**src/rtl/delta_propagate_if.sv**
```systemverilog
// delta_propagate_if: stream bundle for the delta propagation stage.
//   AS_Weight : NP x NC weight matrix, w[p][c] at p*NC*WF + c*WF
//   AS_Delta1 : current-layer delta vector, delta1[c] at c*WF
//   AS_State0 : previous-layer state vector, state0[p] at p*WF
//   BM_Delta0 : previous-layer delta result, delta0[p] at p*WF
// slave  : view of the delta_propagate block (consumes AS_*, produces BM_*)
// master : view of the surrounding pipeline / testbench
interface delta_propagate_if #(
    parameter int NP = 4,
    parameter int NC = 4,
    parameter int WF = 4
);
    logic                iValid_AS_Weight;
    logic                oReady_AS_Weight;
    logic [NP*NC*WF-1:0] iData_AS_Weight;
    logic                iValid_AS_Delta1;
    logic                oReady_AS_Delta1;
    logic [NC*WF-1:0]    iData_AS_Delta1;
    logic                iValid_AS_State0;
    logic                oReady_AS_State0;
    logic [NP*WF-1:0]    iData_AS_State0;
    logic                oValid_BM_Delta0;
    logic                iReady_BM_Delta0;
    logic [NP*WF-1:0]    oData_BM_Delta0;

    modport slave (
        input  iValid_AS_Weight, iData_AS_Weight,
        output oReady_AS_Weight,
        input  iValid_AS_Delta1, iData_AS_Delta1,
        output oReady_AS_Delta1,
        input  iValid_AS_State0, iData_AS_State0,
        output oReady_AS_State0,
        output oValid_BM_Delta0, oData_BM_Delta0,
        input  iReady_BM_Delta0
    );

    modport master (
        output iValid_AS_Weight, iData_AS_Weight,
        input  oReady_AS_Weight,
        output iValid_AS_Delta1, iData_AS_Delta1,
        input  oReady_AS_Delta1,
        output iValid_AS_State0, iData_AS_State0,
        input  oReady_AS_State0,
        input  oValid_BM_Delta0, oData_BM_Delta0,
        output iReady_BM_Delta0
    );
endinterface

```
**src/rtl/delta_propagate.sv**
```systemverilog
// delta_propagate: backward-pass stage computing
//   delta0[p] = ReLU'(state0[p]) * sat((sum_c w[p][c]*delta1[c]) >>> WF)
// using an NC-cycle serial MAC with NP lanes in parallel.
// Ports:
//   iCLK  : clock, rising edge
//   iRST  : asynchronous active-low reset
//   bus   : delta_propagate_if.slave (three joined input streams, one output stream)

// One output lane: accumulator, floor shift, saturation and ReLU' mask.
module delta_propagate_lane #(
    parameter int WF = 4,
    parameter int AW = 11
) (
    input  logic          iCLK,
    input  logic          iRST,
    input  logic          clr,
    input  logic          en,
    input  logic          last,
    input  logic [WF-1:0] w,
    input  logic [WF-1:0] d,
    input  logic [WF-1:0] s0,
    output logic [WF-1:0] res
);
    localparam logic signed [AW-1:0] SMAX = {{(AW-WF+1){1'b0}}, {(WF-1){1'b1}}};
    localparam logic signed [AW-1:0] SMIN = {{(AW-WF+1){1'b1}}, {(WF-1){1'b0}}};

    logic signed [2*WF-1:0] w_x, d_x, prod;
    logic signed [AW-1:0]   acc, acc_nxt, sh;
    logic        [WF-1:0]   sat;
    logic                   pos;

    // Sign-extend before multiplying so the full 2*WF product is exact.
    assign w_x     = {{WF{w[WF-1]}}, w};
    assign d_x     = {{WF{d[WF-1]}}, d};
    assign prod    = w_x * d_x;
    assign acc_nxt = acc + {{(AW-2*WF){prod[2*WF-1]}}, prod};
    assign sh      = acc_nxt >>> WF;
    assign pos     = !s0[WF-1] && (s0 != '0);

    always_comb begin
        sat = sh[WF-1:0];
        if (sh > SMAX)      sat = SMAX[WF-1:0];
        else if (sh < SMIN) sat = SMIN[WF-1:0];
    end

    // The result register is loaded on the final MAC edge so the output
    // is stable for the whole OUT phase.
    always_ff @(posedge iCLK or negedge iRST) begin
        if (!iRST) begin
            acc <= '0;
            res <= '0;
        end else if (clr) begin
            acc <= '0;
        end else if (en) begin
            acc <= acc_nxt;
            if (last) res <= pos ? sat : '0;
        end
    end
endmodule

module delta_propagate #(
    parameter int NP = 4,
    parameter int NC = 4,
    parameter int WF = 4
) (
    input  logic          iCLK,
    input  logic          iRST,
    delta_propagate_if.slave bus
);
    localparam int CW = $clog2(NC) + 1;
    localparam int AW = 2*WF + CW;

    typedef enum logic [1:0] {IDLE, MAC, OUT} state_t;

    state_t                  state;
    logic [CW-1:0]           cnt;
    logic [NP*NC*WF-1:0]     w_q;
    logic [NC*WF-1:0]        d1_q;
    logic [NP*WF-1:0]        s0_q;
    logic                    valid_q;
    logic                    join_ok;
    logic                    last;
    logic [WF-1:0]           d_sel;
    logic [NP-1:0][WF-1:0]   w_sel;
    logic [NP-1:0][WF-1:0]   res;

    // All three streams transfer together; iRST gating keeps readies low in reset.
    assign join_ok = (state == IDLE) && iRST && bus.iValid_AS_Weight &&
                     bus.iValid_AS_Delta1 && bus.iValid_AS_State0;
    assign last    = (cnt == CW'(NC-1));

    assign bus.oReady_AS_Weight = join_ok;
    assign bus.oReady_AS_Delta1 = join_ok;
    assign bus.oReady_AS_State0 = join_ok;
    assign bus.oValid_BM_Delta0 = valid_q;
    assign bus.oData_BM_Delta0  = res;

    // Column select for the current MAC step.
    always_comb begin
        d_sel = '0;
        w_sel = '0;
        for (int c = 0; c < NC; c++) begin
            if (cnt == CW'(c)) begin
                d_sel = d1_q[c*WF +: WF];
                for (int p = 0; p < NP; p++)
                    w_sel[p] = w_q[p*NC*WF + c*WF +: WF];
            end
        end
    end

    always_ff @(posedge iCLK or negedge iRST) begin
        if (!iRST) begin
            state   <= IDLE;
            cnt     <= '0;
            w_q     <= '0;
            d1_q    <= '0;
            s0_q    <= '0;
            valid_q <= 1'b0;
        end else begin
            case (state)
                IDLE: if (join_ok) begin
                    w_q   <= bus.iData_AS_Weight;
                    d1_q  <= bus.iData_AS_Delta1;
                    s0_q  <= bus.iData_AS_State0;
                    cnt   <= '0;
                    state <= MAC;
                end
                MAC: begin
                    cnt <= cnt + 1'b1;
                    if (last) begin
                        state   <= OUT;
                        valid_q <= 1'b1;
                    end
                end
                OUT: if (bus.iReady_BM_Delta0) begin
                    state   <= IDLE;
                    valid_q <= 1'b0;
                end
                default: state <= IDLE;
            endcase
        end
    end

    for (genvar p = 0; p < NP; p++) begin : g_lane
        delta_propagate_lane #(.WF(WF), .AW(AW)) u_lane (
            .iCLK (iCLK),
            .iRST (iRST),
            .clr  (join_ok),
            .en   (state == MAC),
            .last (last),
            .w    (w_sel[p]),
            .d    (d_sel),
            .s0   (s0_q[p*WF +: WF]),
            .res  (res[p])
        );
    end
endmodule

```
**src/flat_wrapper.sv**
```systemverilog
// flat-port wrapper written by rule: the top's interface ports become plain ports
module delta_propagate_flat 
#(
    parameter int NP = 4,
    parameter int NC = 4,
    parameter int WF = 4
)
  (iCLK, iRST, bus_iValid_AS_Weight, bus_iData_AS_Weight, bus_oReady_AS_Weight, bus_iValid_AS_Delta1, bus_iData_AS_Delta1, bus_oReady_AS_Delta1, bus_iValid_AS_State0, bus_iData_AS_State0, bus_oReady_AS_State0, bus_oValid_BM_Delta0, bus_oData_BM_Delta0, bus_iReady_BM_Delta0);
  delta_propagate_if #(.NP(NP), .NC(NC), .WF(WF)) bus_i ();
  input  logic iCLK;
  input  logic iRST;
  input wire logic [$bits(bus_i.iValid_AS_Weight)-1:0] bus_iValid_AS_Weight;
  input wire logic [$bits(bus_i.iData_AS_Weight)-1:0] bus_iData_AS_Weight;
  output wire logic [$bits(bus_i.oReady_AS_Weight)-1:0] bus_oReady_AS_Weight;
  input wire logic [$bits(bus_i.iValid_AS_Delta1)-1:0] bus_iValid_AS_Delta1;
  input wire logic [$bits(bus_i.iData_AS_Delta1)-1:0] bus_iData_AS_Delta1;
  output wire logic [$bits(bus_i.oReady_AS_Delta1)-1:0] bus_oReady_AS_Delta1;
  input wire logic [$bits(bus_i.iValid_AS_State0)-1:0] bus_iValid_AS_State0;
  input wire logic [$bits(bus_i.iData_AS_State0)-1:0] bus_iData_AS_State0;
  output wire logic [$bits(bus_i.oReady_AS_State0)-1:0] bus_oReady_AS_State0;
  output wire logic [$bits(bus_i.oValid_BM_Delta0)-1:0] bus_oValid_BM_Delta0;
  output wire logic [$bits(bus_i.oData_BM_Delta0)-1:0] bus_oData_BM_Delta0;
  input wire logic [$bits(bus_i.iReady_BM_Delta0)-1:0] bus_iReady_BM_Delta0;
  assign bus_i.iValid_AS_Weight = bus_iValid_AS_Weight;
  assign bus_i.iData_AS_Weight = bus_iData_AS_Weight;
  assign bus_oReady_AS_Weight = bus_i.oReady_AS_Weight;
  assign bus_i.iValid_AS_Delta1 = bus_iValid_AS_Delta1;
  assign bus_i.iData_AS_Delta1 = bus_iData_AS_Delta1;
  assign bus_oReady_AS_Delta1 = bus_i.oReady_AS_Delta1;
  assign bus_i.iValid_AS_State0 = bus_iValid_AS_State0;
  assign bus_i.iData_AS_State0 = bus_iData_AS_State0;
  assign bus_oReady_AS_State0 = bus_i.oReady_AS_State0;
  assign bus_oValid_BM_Delta0 = bus_i.oValid_BM_Delta0;
  assign bus_oData_BM_Delta0 = bus_i.oData_BM_Delta0;
  assign bus_i.iReady_BM_Delta0 = bus_iReady_BM_Delta0;
  delta_propagate #(.NP(NP), .NC(NC), .WF(WF)) u_core (.iCLK(iCLK), .iRST(iRST), .bus(bus_i));
endmodule
```
**config.mk**
```make
export PLATFORM = sky130hd
export DESIGN_NAME = delta_propagate_flat
export DESIGN_NICKNAME = d
export VERILOG_FILES = /design/src/rtl/delta_propagate_if.sv /design/src/rtl/delta_propagate.sv /design/src/flat_wrapper.sv
export SDC_FILE = /design/constraint.sdc
export NUM_CORES = 1
export LEC_CHECK = 0
export CAP_MARGIN = 0
export CORE_MARGIN = 2
export CORE_UTILIZATION = 50
export CTS_BUF_LIST = sky130_fd_sc_hd__clkbuf_2 sky130_fd_sc_hd__clkbuf_4 sky130_fd_sc_hd__clkbuf_8
export DETAILED_ROUTE_END_ITERATION = 8
export PLACE_DENSITY = 0.75
export SLEW_MARGIN = 20
export SYNTH_ARGS = -nofsm -noshare
export SYNTH_HDL_FRONTEND = slang
export SYNTH_SLANG_ARGS = --single-unit
```
**constraint.sdc**
```tcl
create_clock -name iCLK -period 6.6 [get_ports iCLK]
set_input_delay 0.99 -clock iCLK [delete_from_list [all_inputs] [get_ports iCLK]]
set_output_delay 0.99 -clock iCLK [all_outputs]
set_load 0.01 [all_outputs]
```
==> results of run 1 <==
cell usage after synthesis, types with 3 or more instances:
library cell  number
nand2_1          366
o22ai_1            3
a22oi_1           19
inv_1             54
or3_1              4
or2_1              3
xnor3_1            4
mux2i_1            4
a21oi_1           51
clkbuf_1          52
nand3b_1           5
nor2b_1           17
o21bai_1           5
nand3_1           54
o21ai_0           65
o31a_1             3
a21o_1            14
o21ai_1            9
o211ai_1           5
buf_4              3
a221o_1            5
o21a_1            10
xor2_1            31
xnor2_1           28
ha_1              93
nand2b_1           8
o31ai_1            6
nor3_1            14
dfrtp_1          162
or2_2             12
nor2_1            65
fa_1              40
final timing paths:
path	endpoint	slack [ns]	depth (start not counted)	from
worst max register to register	u_core.g_lane[3].u_lane.res[0]	0.20	23	u_core.cnt[0]
worst min-delay path	u_core.g_lane[1].u_lane.res[0]	0.45	1	iRST
min in group iCLK	u_core.w_q[39]	0.49	2	u_core.w_q[39]
worst max-delay path	u_core.g_lane[3].u_lane.res[0]	0.20	23	u_core.cnt[0]
max in group asynchronous	u_core.w_q[45]	4.99	2	iRST
worst min register to register	u_core.w_q[39]	0.49	2	u_core.w_q[39]
flip-flops by register name, indices dropped and copies added (netlist names):
signal / count
u_core.w_q: 64
u_core.g_lane.u_lane.acc: 44
u_core.d1_q: 16
u_core.g_lane.u_lane.res: 16
u_core.s0_q: 16
u_core.cnt: 3
u_core.state: 2
u_core.bus.oValid_BM_Delta0: 1
metrics by stage:
| step | instance area (um^2) | TNS [ns] | util, % | cells |
|---|---|---|---|---|
| final | 13000 | 0 | 61.8 | 1661 |
| after global placement | 12500 | 0 | 59.1 | 1622 |
| after detailed placement | 12500 | -0.106 | 59.1 | 1622 |
| after floorplan | 10800 | 0 | - | 1246 |
| after global routing | 13000 | -0.174 | 61.8 | 1661 |
| after CTS | 12900 | 0 | 61.1 | 1654 |
cells by family after synthesis:
group	count (synthesis)	share of synthesized area, %
compound gates	215	12.6
fa+ha+maj	133	18.2
buf+inv	115	4.14
mux	4	0.371
flops	162	37.6
simple gates	554	21.5
xor+xnor	63	5.62
routing by layer:
metal | track usage [%] | up-vias | wire [um]
met5 | 0 | - | 0
met4 | 7.06 | 0 | 588
met3 | 3.83 | 34 | 1310
met2 | 38.4 | 242 | 12200
met1 | 33.7 | 4270 | 11800
li1 | - | 4404 | -
layout make-up:
type                            instances  area, um^2
Fill cell                            1830        8050
Multi-Input combinational cell        969        6430
Sequential cell                       162        4060
Timing Repair Buffer                  166        1600
Tap cell                              275         344
Clock buffer                           18         248
Inverter                               57         215
Clock inverter                         14         154
worst max-delay path: stages, from the launching register on:
cell and delay, ns:
dfrtp_2 0.47, ha_1 0.22, ha_1 0.27, nor2_4 0.16, buf_8 0.18, a22oi_1 0.11, or2_2 0.30, fa_1 0.53
fa_1 0.44, fa_1 0.51, inv_1 0.04, ha_1 0.22, fa_2 0.36, a21o_1 0.18, a21oi_2 0.15, xnor2_1 0.18
xor2_1 0.31, ha_1 0.34, and3_1 0.23, a221oi_2 0.29, xor2_1 0.29, buf_4 0.17, a311oi_2 0.05, a221o_1 0.30
what timing repair did:
action / 4_1_cts / 5_1_grt
endpoints found under the hold margin: 0 / 0
buffers inserted: 0 / 7
gates cloned: 0 / 0
gates resized for setup: 3 / 37
setup endpoints to repair: 9 / 21
pin swaps: 0 / 13
==> summary.md, run 1 <==
| Metric | Value |
|---|---|
| Outcome | `finished, final reports clean` |
| Worst hold slack | `0.454 ns` |
| Mapped Area | `10,800 um^2` |
| Drt drc | `0` |
| Clock buffer depth | `2` |
| PortBufs | `121` |
| CTS buffer count | `17` |
| CTS tree | `built` |
| Clk root buf | `clkbuf_8` |
| Setup WS post-layout | `0.201 ns` |
| Vias in the first global route | `8,963` |
| Critical path launch point type | `flip-flop` |
| Crit path kind | `reg2reg` |
| Period utilisation layout | `97.0%` |
| Number of diodes | `0` |
| Top cells by area, synth | `dfrtp_1 (38%), nand2_1 (13%), ha_1 (11%)` |
| Setup violators final | `0` |
| Number of enable flip-flop cells after synthesis | `0` |
| Critical path peak fanout | `14` |
| Initial DRT Pass Iterations | `5` |
| Ys async rst share | `100%` |
| Worst slack, placed | `-0.0414 ns` |
| Tmin final | `6.40 ns` |
| Largest net degree at the start of global routing | `102` |
| Slew headroom | `35.2%` |
| FP Rows | `53` |
| HPWL after DPL | `18.9 mm` |
| H-Tree Depth | `4` |
| Syn Nets | `1,481` |
| Share of cells above drive strength 1 | `9.31%` |
| Avg Inst Size Synth | `8.66 um^2` |
| Routed vias/inst | `5.39` |
| Grt total ovfl | `0` |
| Worst min path class | `in2async` |
| Syn Inst Count | `1,246` |
| Hold Buf Count CTS | `0` |
| Gr usage total | `23.9%` |
| Max Freq | `156 MHz` |
| Crit path capture type | `flip-flop` |
| CORE AREA | `21,100 um^2` |
| Post-synthesis sequential area ratio | `37.6%` |
| First-pass GRT wire length | `43.2 mm` |
| Clock Latency Late Sink | `0.47 ns` |
| Routed wire length | `26.0 mm` |
| Worst slew pin tran | `0.972 ns` |
| Area share of the largest cell type after synthesis | `37.6%` |
| Vias | `8,950` |
| DRT iter0 DRCs | `484` |
| # IOs | `122` |
| Worst EP required | `6.95 ns` |
| Clock-pin slew on the worst setup and hold paths | `0.10 ns` |
| Leading cell type in the layout, fill and taps excluded | `nand2_1` |
| Synth-to-layout area growth | `20.8%` |
| Layout Nets | `1,608` |
| Initial antenna violation count | `0` |
| Synth unique cells | `59` |
| Num Clock Sinks | `162` |
| Antenna Violating Nets Remaining | `0` |
| Layout Skew | `0.0178 ns` |
| Data arrival time of the worst path | `6.75 ns` |
| Die width | `151 um` |
| Most used DFF post-synth | `dfrtp_1` |
| Die Y | `151 um` |
| # Max-Cap Violations | `0` |
| Most area-hungry cell type in the Yosys netlist | `dfrtp_1` |
| Die area | `22,800 um^2` |
| #FFs+latches synth | `162` |
| Final Hold Fails | `0` |
| Most frequent cells in the layout | `nand2_1 (365), dfrtp_1 (161), clkdlybuf4s50_1 (120), ha_1 (89), nor2_1 (63)` |
| Warnings from Yosys | `0` |
| WL per Instance | `15.6 um` |
| Gpl congestion | `0.859` |
| Starting Density | `51.2%` |
| Pins Over Slew Limit | `0` |
Power of run 1 is not shown: default switching activity piles up to over one toggle a cycle in this logic, so the estimate is an artifact.
==> inputs of run 2 (changes only) <==
--- a/config.mk
+++ b/config.mk
@@ -10,7 +10,7 @@
 export CORE_UTILIZATION = 50
 export CTS_BUF_LIST = sky130_fd_sc_hd__clkbuf_2 sky130_fd_sc_hd__clkbuf_4 sky130_fd_sc_hd__clkbuf_8
 export DETAILED_ROUTE_END_ITERATION = 8
-export PLACE_DENSITY = 0.75
+export PLACE_DENSITY_LB_ADDON = 0.1
 export SLEW_MARGIN = 20
 export SYNTH_ARGS = -nofsm -noshare
 export SYNTH_HDL_FRONTEND = slang
==> run 2 against run 1 <==
Global-route usage is 0.33 points higher. Clock skew is 0.0045 ns higher. Worst setup slack better by 0.065 ns. Critical path depth is 5 higher. Wire length is 2.1% higher. Final cell count is 0.18% higher. Via count is 0.50% lower. Sequential share of layout area is 0.089 points lower. Count of clock-buffer cells in the layout is 1 lower. First-iteration DRC count is 2.1% higher. Final area is 0.29% higher.
==> summary.md, run 2 (synthesis results as in run 1) <==
| Metric | Value |
|---|---|
| Gr usage total | `24.3%` |
| CTS tree | `built` |
| Critical Path Source | `u_core.cnt[0]` |
| Crit path capture type | `flip-flop` |
| Routed wire length | `26.5 mm` |
| Gpl congestion | `0.839` |
| WL per Instance | `15.9 um` |
| Post-Route Utilization | `62.0%` |
| Drt drc | `0` |
| Slowest CP cell | `fa_1` |
| Most flops, register | `u_core.w_q` |
| Hold Buf Count CTS | `0` |
| Grt total ovfl | `0` |
| R2R cell count | `28` |
| H-Tree Depth | `4` |
| HPWL after DPL | `19.4 mm` |
| R2r startpoint | `u_core.cnt[0]` |
| Number of diodes | `0` |
| Tmin final | `6.33 ns` |
| PortBufs | `121` |
| Max stage delay on crit path | `0.55 ns` |
| Count of buffer and inverter cells on the critical path | `4` |
| Setup violators final | `0` |
| Die Y | `151 um` |
| Antenna Violating Nets Remaining | `0` |
| Initial DRT Pass Iterations | `6` |
| Final Hold Fails | `0` |
| Worst slew pin tran | `1.04 ns` |
| Worst slack, placed | `0.0485 ns` |
| Worst r2r dst | `u_core.g_lane[1].u_lane.res[1]` |
| Worst EP required | `6.98 ns` |
| Die width | `151 um` |
| Most used cell, CP | `fa_1` |
| Total negative slack | `0 ns` |
| Worst R2R Setup Slack | `0.27 ns` |
| Layout Nets | `1,611` |
| Crit path kind | `reg2reg` |
| Clock-pin slew on the worst setup and hold paths | `0.11 ns` |
| Starting Density | `51.2%` |
| Worst min path class | `in2async` |
| Critical path peak fanout | `16` |
| Initial antenna violation count | `0` |
| Period utilisation layout | `96.0%` |
| Clock Latency Late Sink | `0.49 ns` |
| Slew headroom | `31.0%` |
| M1 WL | `12.5 mm` |
| Top Layer Used | `met4` |
| Max Freq | `158 MHz` |
| Wire length on met2 | `12.4 mm` |
| # IOs | `122` |
| CORE AREA | `21,100 um^2` |
| Data arrival time of the worst path | `6.71 ns` |
| Synth-to-layout area growth | `21.2%` |
| Die area | `22,800 um^2` |
| DRT iter0 DRCs | `494` |
| Critical path launch point type | `flip-flop` |
| Largest net degree at the start of global routing | `102` |
| Setup WS post-layout | `0.266 ns` |
| Most frequent cells in the layout | `nand2_1 (365), dfrtp_1 (161), clkdlybuf4s50_1 (120), ha_1 (89), nor2_1 (63)` |
| Vias | `8,905` |
| Share of cells above drive strength 1 | `9.94%` |
| Layout Skew | `0.0223 ns` |
| Clk root buf | `clkbuf_8` |
| First-pass GRT wire length | `43.3 mm` |
| Routed vias/inst | `5.35` |
| Max reg flops | `64` |
| Outcome | `finished, final reports clean` |
| Top Family by Delay on Critical Path | `adder cells` |
| RSZ-0062 raised after global routing | `true` |
| CTS buffer count | `17` |
| Clock buffer depth | `2` |
| Leading cell type in the layout, fill and taps excluded | `nand2_1` |
| Num Clock Sinks | `162` |
| # Max-Cap Violations | `0` |
| FP Rows | `53` |
| Largest regs | `u_core.w_q x64, u_core.g_lane.u_lane.acc x44` |
| Pins Over Slew Limit | `0` |
| Vias in the first global route | `8,674` |
| Metal3 WL | `1.21 mm` |
[run 2: changes by cell type in the layout (fill, tap and decap cells not counted), sizes merged]
cell    previous run  this run
clkbuf            18        17
clkinv             5         6
buf               46        49
[run 2: final cells by class]
cell class	count	area, um^2
clock buffers	17	234
clock inverters	15	173
fillers	1869	8010
inverters	57	215
multi-input cells	969	6460
flip-flops and latches	162	4060
well taps	275	344
repair buffers	169	1600
[run 2: per-layer routing]
layer / vias up / GRT usage, %
met3: 21 / 4.07
li1: 4410 / -
met5: - / 0
met2: 213 / 38.5
met4: 0 / 6.73
met1: 4261 / 34.6
[run 2: worst max path at each step]
stage / end / slack, ns / depth (start not counted)
3_3_place_gp: u_core.g_lane[2].u_lane.res[0] / 0.24 / 26
5_1_grt: u_core.g_lane[1].u_lane.res[1] / -0.13 / 28
3_5_place_dp: u_core.g_lane[0].u_lane.res[0] / 0.05 / 28
6_report: u_core.g_lane[1].u_lane.res[1] / 0.27 / 28
2_1_floorplan: u_core.g_lane[2].u_lane.res[0] / 0.05 / 27
4_1_cts: u_core.g_lane[3].u_lane.res[0] / 0.03 / 24
[run 2: what timing repair did]
action,in CTS,in global routing
setup buffers,2,6
setup endpoints to repair,1,19
resized for setup,0,41
endpoints found under the hold margin,0,0
pin swaps,1,18
[run 2: metrics by stage]
step | area, um^2 | hold slack (ns) | cells
3_3_place_gp | 12500 | 0.459 | 1624
4_1_cts | 12900 | 0.389 | 1658
2_1_floorplan | 10800 | 0.446 | 1246
3_5_place_dp | 12500 | 0.464 | 1624
5_1_grt | 13100 | 0.401 | 1664
6_report | 13100 | 0.394 | 1664
Power of run 2 is left out for the same reason.
